--- src/rtl/fetch_pkg.sv ---
// rtl/fetch_pkg.sv - shared types and constants for the instruction fetch unit
package fetch_pkg;

  localparam int WORD_W = 32;

  localparam logic [WORD_W-1:0] RESET_PC_DEFAULT = '0;

  typedef struct packed {
    logic [WORD_W-1:0] pc;
    logic [WORD_W-1:0] instr;
  } fetch_entry_t;

endpackage

--- src/rtl/fetch_fifo.sv ---
// rtl/fetch_fifo.sv - instruction buffer holding {pc, instr} pairs with flush
import fetch_pkg::*;

module fetch_fifo #(
  parameter int DEPTH = 4
) (
  input  logic                         clk,
  input  logic                         rst_n,
  input  logic                         flush,
  input  logic                         push,
  input  fetch_entry_t                 push_data,
  input  logic                         pop,
  output fetch_entry_t                 head,
  output logic [$clog2(DEPTH):0]       count
);

  localparam int AW = $clog2(DEPTH);
  localparam int CW = AW + 1;

  fetch_entry_t    mem [DEPTH];
  logic [AW-1:0]   wr_ptr;
  logic [AW-1:0]   rd_ptr;
  logic            full;
  logic            empty;
  logic            wr_en;
  logic            rd_en;

  always_comb begin
    full  = (count == CW'(DEPTH));
    empty = (count == '0);
    wr_en = push & ~full;
    rd_en = pop & ~empty;
  end

  // Pointers are exactly AW bits so they wrap at DEPTH without extra logic.
  always_ff @(posedge clk or negedge rst_n) begin
    if (!rst_n) begin
      wr_ptr <= '0;
      rd_ptr <= '0;
      count  <= '0;
      for (int i = 0; i < DEPTH; i++) begin
        mem[i] <= '0;
      end
    end else if (flush) begin
      wr_ptr <= '0;
      rd_ptr <= '0;
      count  <= '0;
    end else begin
      if (wr_en) begin
        mem[wr_ptr] <= push_data;
        wr_ptr      <= wr_ptr + AW'(1);
      end
      if (rd_en) begin
        rd_ptr <= rd_ptr + AW'(1);
      end
      case ({wr_en, rd_en})
        2'b10:   count <= count + CW'(1);
        2'b01:   count <= count - CW'(1);
        default: count <= count;
      endcase
    end
  end

  assign head = mem[rd_ptr];

endmodule

--- src/rtl/fetch_unit.sv ---
// rtl/fetch_unit.sv - instruction fetch initiator with buffering and redirect squash
import fetch_pkg::*;

module fetch_unit #(
  parameter logic [31:0] RESET_PC   = RESET_PC_DEFAULT,
  parameter int          FIFO_DEPTH = 4
) (
  input  logic        clk,
  input  logic        rst_n,
  input  logic        fetch_en,
  input  logic        redirect,
  input  logic [31:0] redirect_pc,
  output logic [31:0] imem_addr,
  output logic        imem_rd_en,
  input  logic [31:0] imem_instr,
  input  logic        imem_ready,
  output logic        out_valid,
  output logic [31:0] out_instr,
  output logic [31:0] out_pc,
  input  logic        out_ready
);

  localparam int CW = $clog2(FIFO_DEPTH) + 1;

  logic [WORD_W-1:0] pc;
  logic [WORD_W-1:0] inflight_pc;
  logic              inflight;
  logic [CW-1:0]     count;
  logic [CW:0]       occupancy;
  logic              issue;
  logic              push;
  logic              pop;
  logic              valid;
  fetch_entry_t      push_data;
  fetch_entry_t      head;

  // Space check counts the outstanding read but not a same-cycle pop, so a
  // response always has a free slot when it lands.
  always_comb begin
    occupancy = {1'b0, count} + {{CW{1'b0}}, inflight};
    issue     = rst_n & fetch_en & ~redirect & (occupancy < (CW+1)'(FIFO_DEPTH));
    valid     = (count != '0) & ~redirect;
    push      = imem_ready & inflight & ~redirect;
    pop       = valid & out_ready;
    push_data = '{pc: inflight_pc, instr: imem_instr};
  end

  always_ff @(posedge clk or negedge rst_n) begin
    if (!rst_n) begin
      pc          <= RESET_PC;
      inflight    <= 1'b0;
      inflight_pc <= '0;
    end else begin
      if (redirect) begin
        pc <= redirect_pc;
      end else if (issue) begin
        pc <= pc + 32'd1;
      end
      inflight <= issue;
      if (issue) begin
        inflight_pc <= pc;
      end
    end
  end

  fetch_fifo #(
    .DEPTH (FIFO_DEPTH)
  ) u_fifo (
    .clk       (clk),
    .rst_n     (rst_n),
    .flush     (redirect),
    .push      (push),
    .push_data (push_data),
    .pop       (pop),
    .head      (head),
    .count     (count)
  );

  assign imem_addr  = pc;
  assign imem_rd_en = issue;
  assign out_valid  = valid;
  assign out_instr  = head.instr;
  assign out_pc     = head.pc;

endmodule

--- config.mk ---
export PLATFORM = sky130hd
export DESIGN_NAME = fetch_unit
export DESIGN_NICKNAME = d
export VERILOG_FILES = /design/src/rtl/fetch_pkg.sv /design/src/rtl/fetch_fifo.sv /design/src/rtl/fetch_unit.sv
export SDC_FILE = /design/constraint.sdc
export NUM_CORES = 1
export LEC_CHECK = 0
export BUFFER_PORTS_ARGS = -buffer_cell sky130_fd_sc_hd__buf_2
export CORE_MARGIN = 2
export CORE_UTILIZATION = 53
export CTS_BUF_LIST = sky130_fd_sc_hd__clkbuf_16
export CTS_CLUSTER_SIZE = 10
export DETAILED_ROUTE_END_ITERATION = 16
export PLACE_DENSITY_LB_ADDON = 0.08
export SKIP_CTS_REPAIR_TIMING = 1
export SKIP_LAST_GASP = 1
export SLEW_MARGIN = 10
export SYNTH_ARGS = -nofsm -noshare
export SYNTH_HDL_FRONTEND = slang
export SYNTH_HIERARCHICAL = 1
export SYNTH_SLANG_ARGS = --single-unit
--- constraint.sdc ---
create_clock -name clk -period 2.2 [get_ports clk]
set_input_delay 0.44 -clock clk [delete_from_list [all_inputs] [get_ports clk]]
set_output_delay 0.44 -clock clk [all_outputs]
set_load 0.02 [all_outputs]
==> results_dict.tcl <==
set metrics [dict create \
    status "finished with violations" \
    violations "negative setup slack" \
    synth_seq_cells 328 \
    clock_latency_ps 510 \
    grt_first_pass_wirelength_um 54500 \
    layout.nets 1359 \
    post_synth.cell_area_avg_um2 14.3 \
    dp.final_hpwl_um 21900 \
    dr.pass1.iters 4 \
    p_leak_uw 0.00894 \
    required_ps 1760 \
    core-area_mm2 0.0279 \
    area_delta_synth_final_pct 21.5 \
    grt_use_total_pct 22.7 \
    final.setup.worst_slack_ps -226 \
    critPathSlowestCell "or4_2" \
    end_kind "output pin" \
    synth_edf_count 0 \
    routed_wl_um 33900 \
    drive_above_1_share_pct 49.2 \
    gp_congestion 0.830 \
    synthCells 1051 \
    fp.dieW_um 173 \
    vias_per_cell 5.68 \
    port_buffers 167 \
    rsz0062_at_grt "true" \
    min_delay_path_depth 2 \
    clkTransAtPathRegs_ps 60 \
    yosysMostFrequentCell "dfrtp_1" \
    fmax_ghz 0.412 \
    path_class "flop to output pin" \
    grt_overflow 0 \
    fin_skew_ps 11.3 \
    startpoint_type "flop" \
    synth_cell_types 58 \
    setup_viol 65 \
    p_clk_share_pct 37.7 \
    hold_ws_ps 143 \
    placed_area_mm2 0.0168 \
    ys_seq_area_share_pct 54.5 \
    p_int_uw 10600 \
    postRouteAntennaNets 0 \
    drv_slew 0 \
    synth_top_family_by_area "multiplexers" \
    totalPowerFinal_uw 14300 \
    grt_max_degree 136 \
    grt_antenna_before_repair 0 \
    post-route-period-util_pct 110 \
    numClockSinks 328 \
    cts_made_buffers 39 \
    synth_common_cells "328 x dfrtp_1, 193 x mux2_2, 135 x nand2_1, 64 x mux4_2, 60 x mux2_4" \
    async_reset_ff_share_pct 100 \
    power_density_mw_per_mm2 785 \
    dieArea_mm2 0.0298 \
    grt_pass1_vias 9786 \
    synth-compound-area-share_pct 3.43 \
    ir_drop_v 0.000476 \
    pwr-share-seq_pct 47.6 \
    hp-class "input pin to flop" \
    wl_met2_um 15300 \
    switching_share_pct 25.8 \
    critPathMaxStageDelay_ps 600 \
    synth-xor-area-share_pct 0.291 \
    synth_nets 1127 \
    tritoncts "built" \
    r2r_cells 8 \
    drc 0 \
    tightest_slew_ps 1070 \
    muxShareOfSynthArea_pct 30.6 \
    cts_max_level 2 \
    drtIter0Drc 633 \
    multi_input_area_mm2 0.00645 \
    seqCellArea_mm2 0.00822 \
    cp.arrival_ps 1990 \
    start_util_pct 54.0 \
    switching_power_uw 3710 \
    yosysTopAreaCell "dfrtp_1" \
    synthAdderAreaFrac_pct 0.549 \
    routed.top_layer "met4" \
    synth_ff_type "dfrtp_1" \
    wl_per_cell_um 20.3 \
    synth_top_area_share_pct 54.5 \
    wl_met1_um 16500 \
    p_comb_share_pct 14.7 \
    max_slew_margin_pct 28.2 \
    path_cells "and3_1 > or4_2 > clkinv_4 > buf_2" \
    ios 168 \
    maxCapViolations 0 \
    via_count 9485 \
    ys_top_cells_by_area "dfrtp_1 55%, mux2_2 14%, mux4_2 9.6%" \
    die_h_um 173 \
    layout.cell_area.non_filler_mm2 0.0183 \
    dp_slack_ps -53.4 \
    cts_root_buf "clkbuf_16" \
    finalHoldViolCount 0 \
    yosysWarnings 6 \
    n_fill_cell 2094 \
    wl_met3_um 1550 \
    row_count 61 \
    timing.final.crit_period_ps 2430 \
    yosys.area_share.simple_pct 7.56 \
    final_core_util_pct 65.6 \
    cts_buffer_depth 3 \
    synth_area_mm2 0.0151 \
    critPathMaxFanout 9 \
]
-- metal layers --
layer / up-vias / track usage (%)
li1: 4307 / -
met1: 4901 / 34.0
met2: 232 / 35.1
met3: 45 / 4.16
met4: 0 / 4.70
met5: - / 0
-- per-stage QoR --
step	setup TNS, ps	instances
after floorplan	-58.1	1051
after global placement	-85.5	1603
after detailed placement	-206	1603
after CTS	-14220	1653
after global routing	-15200	1670
final	-10920	1671
-- critical path, delay by kind of cell (launching register included) --
family	cells	cell delay [ps]
flip-flops	1	400
buffers and inverters	2	300
AND/OR/NAND/NOR	2	790
-- cells in the final DEF, fill, tap and decap left out, types with 5 or more instances in the layout --
cell	synthesis	final
o311ai_0	7	7
buf_2	26	130
o211ai_1	8	8
a21oi_1	10	10
inv_1	7	14
buf_6	4	34
nand2_1	135	135
o21ai_0	25	25
nand4_1	8	8
mux4_2	64	64
buf_4	3	63
buf_12	7	19
clkbuf_16	0	43
mux2_2	193	193
nor2b_1	9	9
nand3_1	17	17
nor2_1	23	20
dfrtp_1	328	325
nand3b_1	5	5
nand2b_1	7	6
mux2_4	60	60
ha_1	5	5
-- registers in the layout (all words and copies together) (netlist names) --
signal         flops
inflight           1
u_fifo/count       3
u_fifo/mem       256
u_fifo/rd_ptr      2
imem_addr         32
inflight_pc       32
u_fifo/wr_ptr      2
-- power groups by stage --
stage               clock network (uW)  logic (uW)  registers, uW
floorplan                            0        1160           6870
global placement                     0        1920           6910
detailed placement                   0        1950           6920
CTS                               5570        1950           6830
global route                      5820        2270           6890
finish                            5410        2110           6830
-- area by class of cell --
cell class | instances | share of cell area [%]
flip-flops and latches | 328 | 44.9
multi-input cells | 651 | 35.3
repair buffers | 255 | 11.4
clock buffers | 39 | 5.34
well taps | 378 | 2.59
clock inverters | 11 | 0.260
inverters | 8 | 0.192
diodes | 1 | 0.0137
-- cells by family (layout without fill, tap and decap cells) --
family,count (synthesis),after routing
buf+inv,72,313
flops,328,328
other cells,0,1
fa+ha+maj,6,6
xor+xnor,5,5
mux,325,325
compound gates,77,77
simple gates,238,238
-- final timing paths --
kind                       slack (ps)               to       startpoint
setup / recovery                 -230       imem_rd_en  u_fifo/count[0]
hold / removal                    140     imem_addr[5]   redirect_pc[5]
setup reg to reg                   80    imem_addr[27]  u_fifo/count[0]
hold reg to reg                   490  u_fifo/mem[214]  u_fifo/mem[214]
max in group asynchronous         560  u_fifo/mem[133]            rst_n
min in group asynchronous         480  u_fifo/mem[219]            rst_n
No activity file was read; power rests on OpenSTA's default activity.
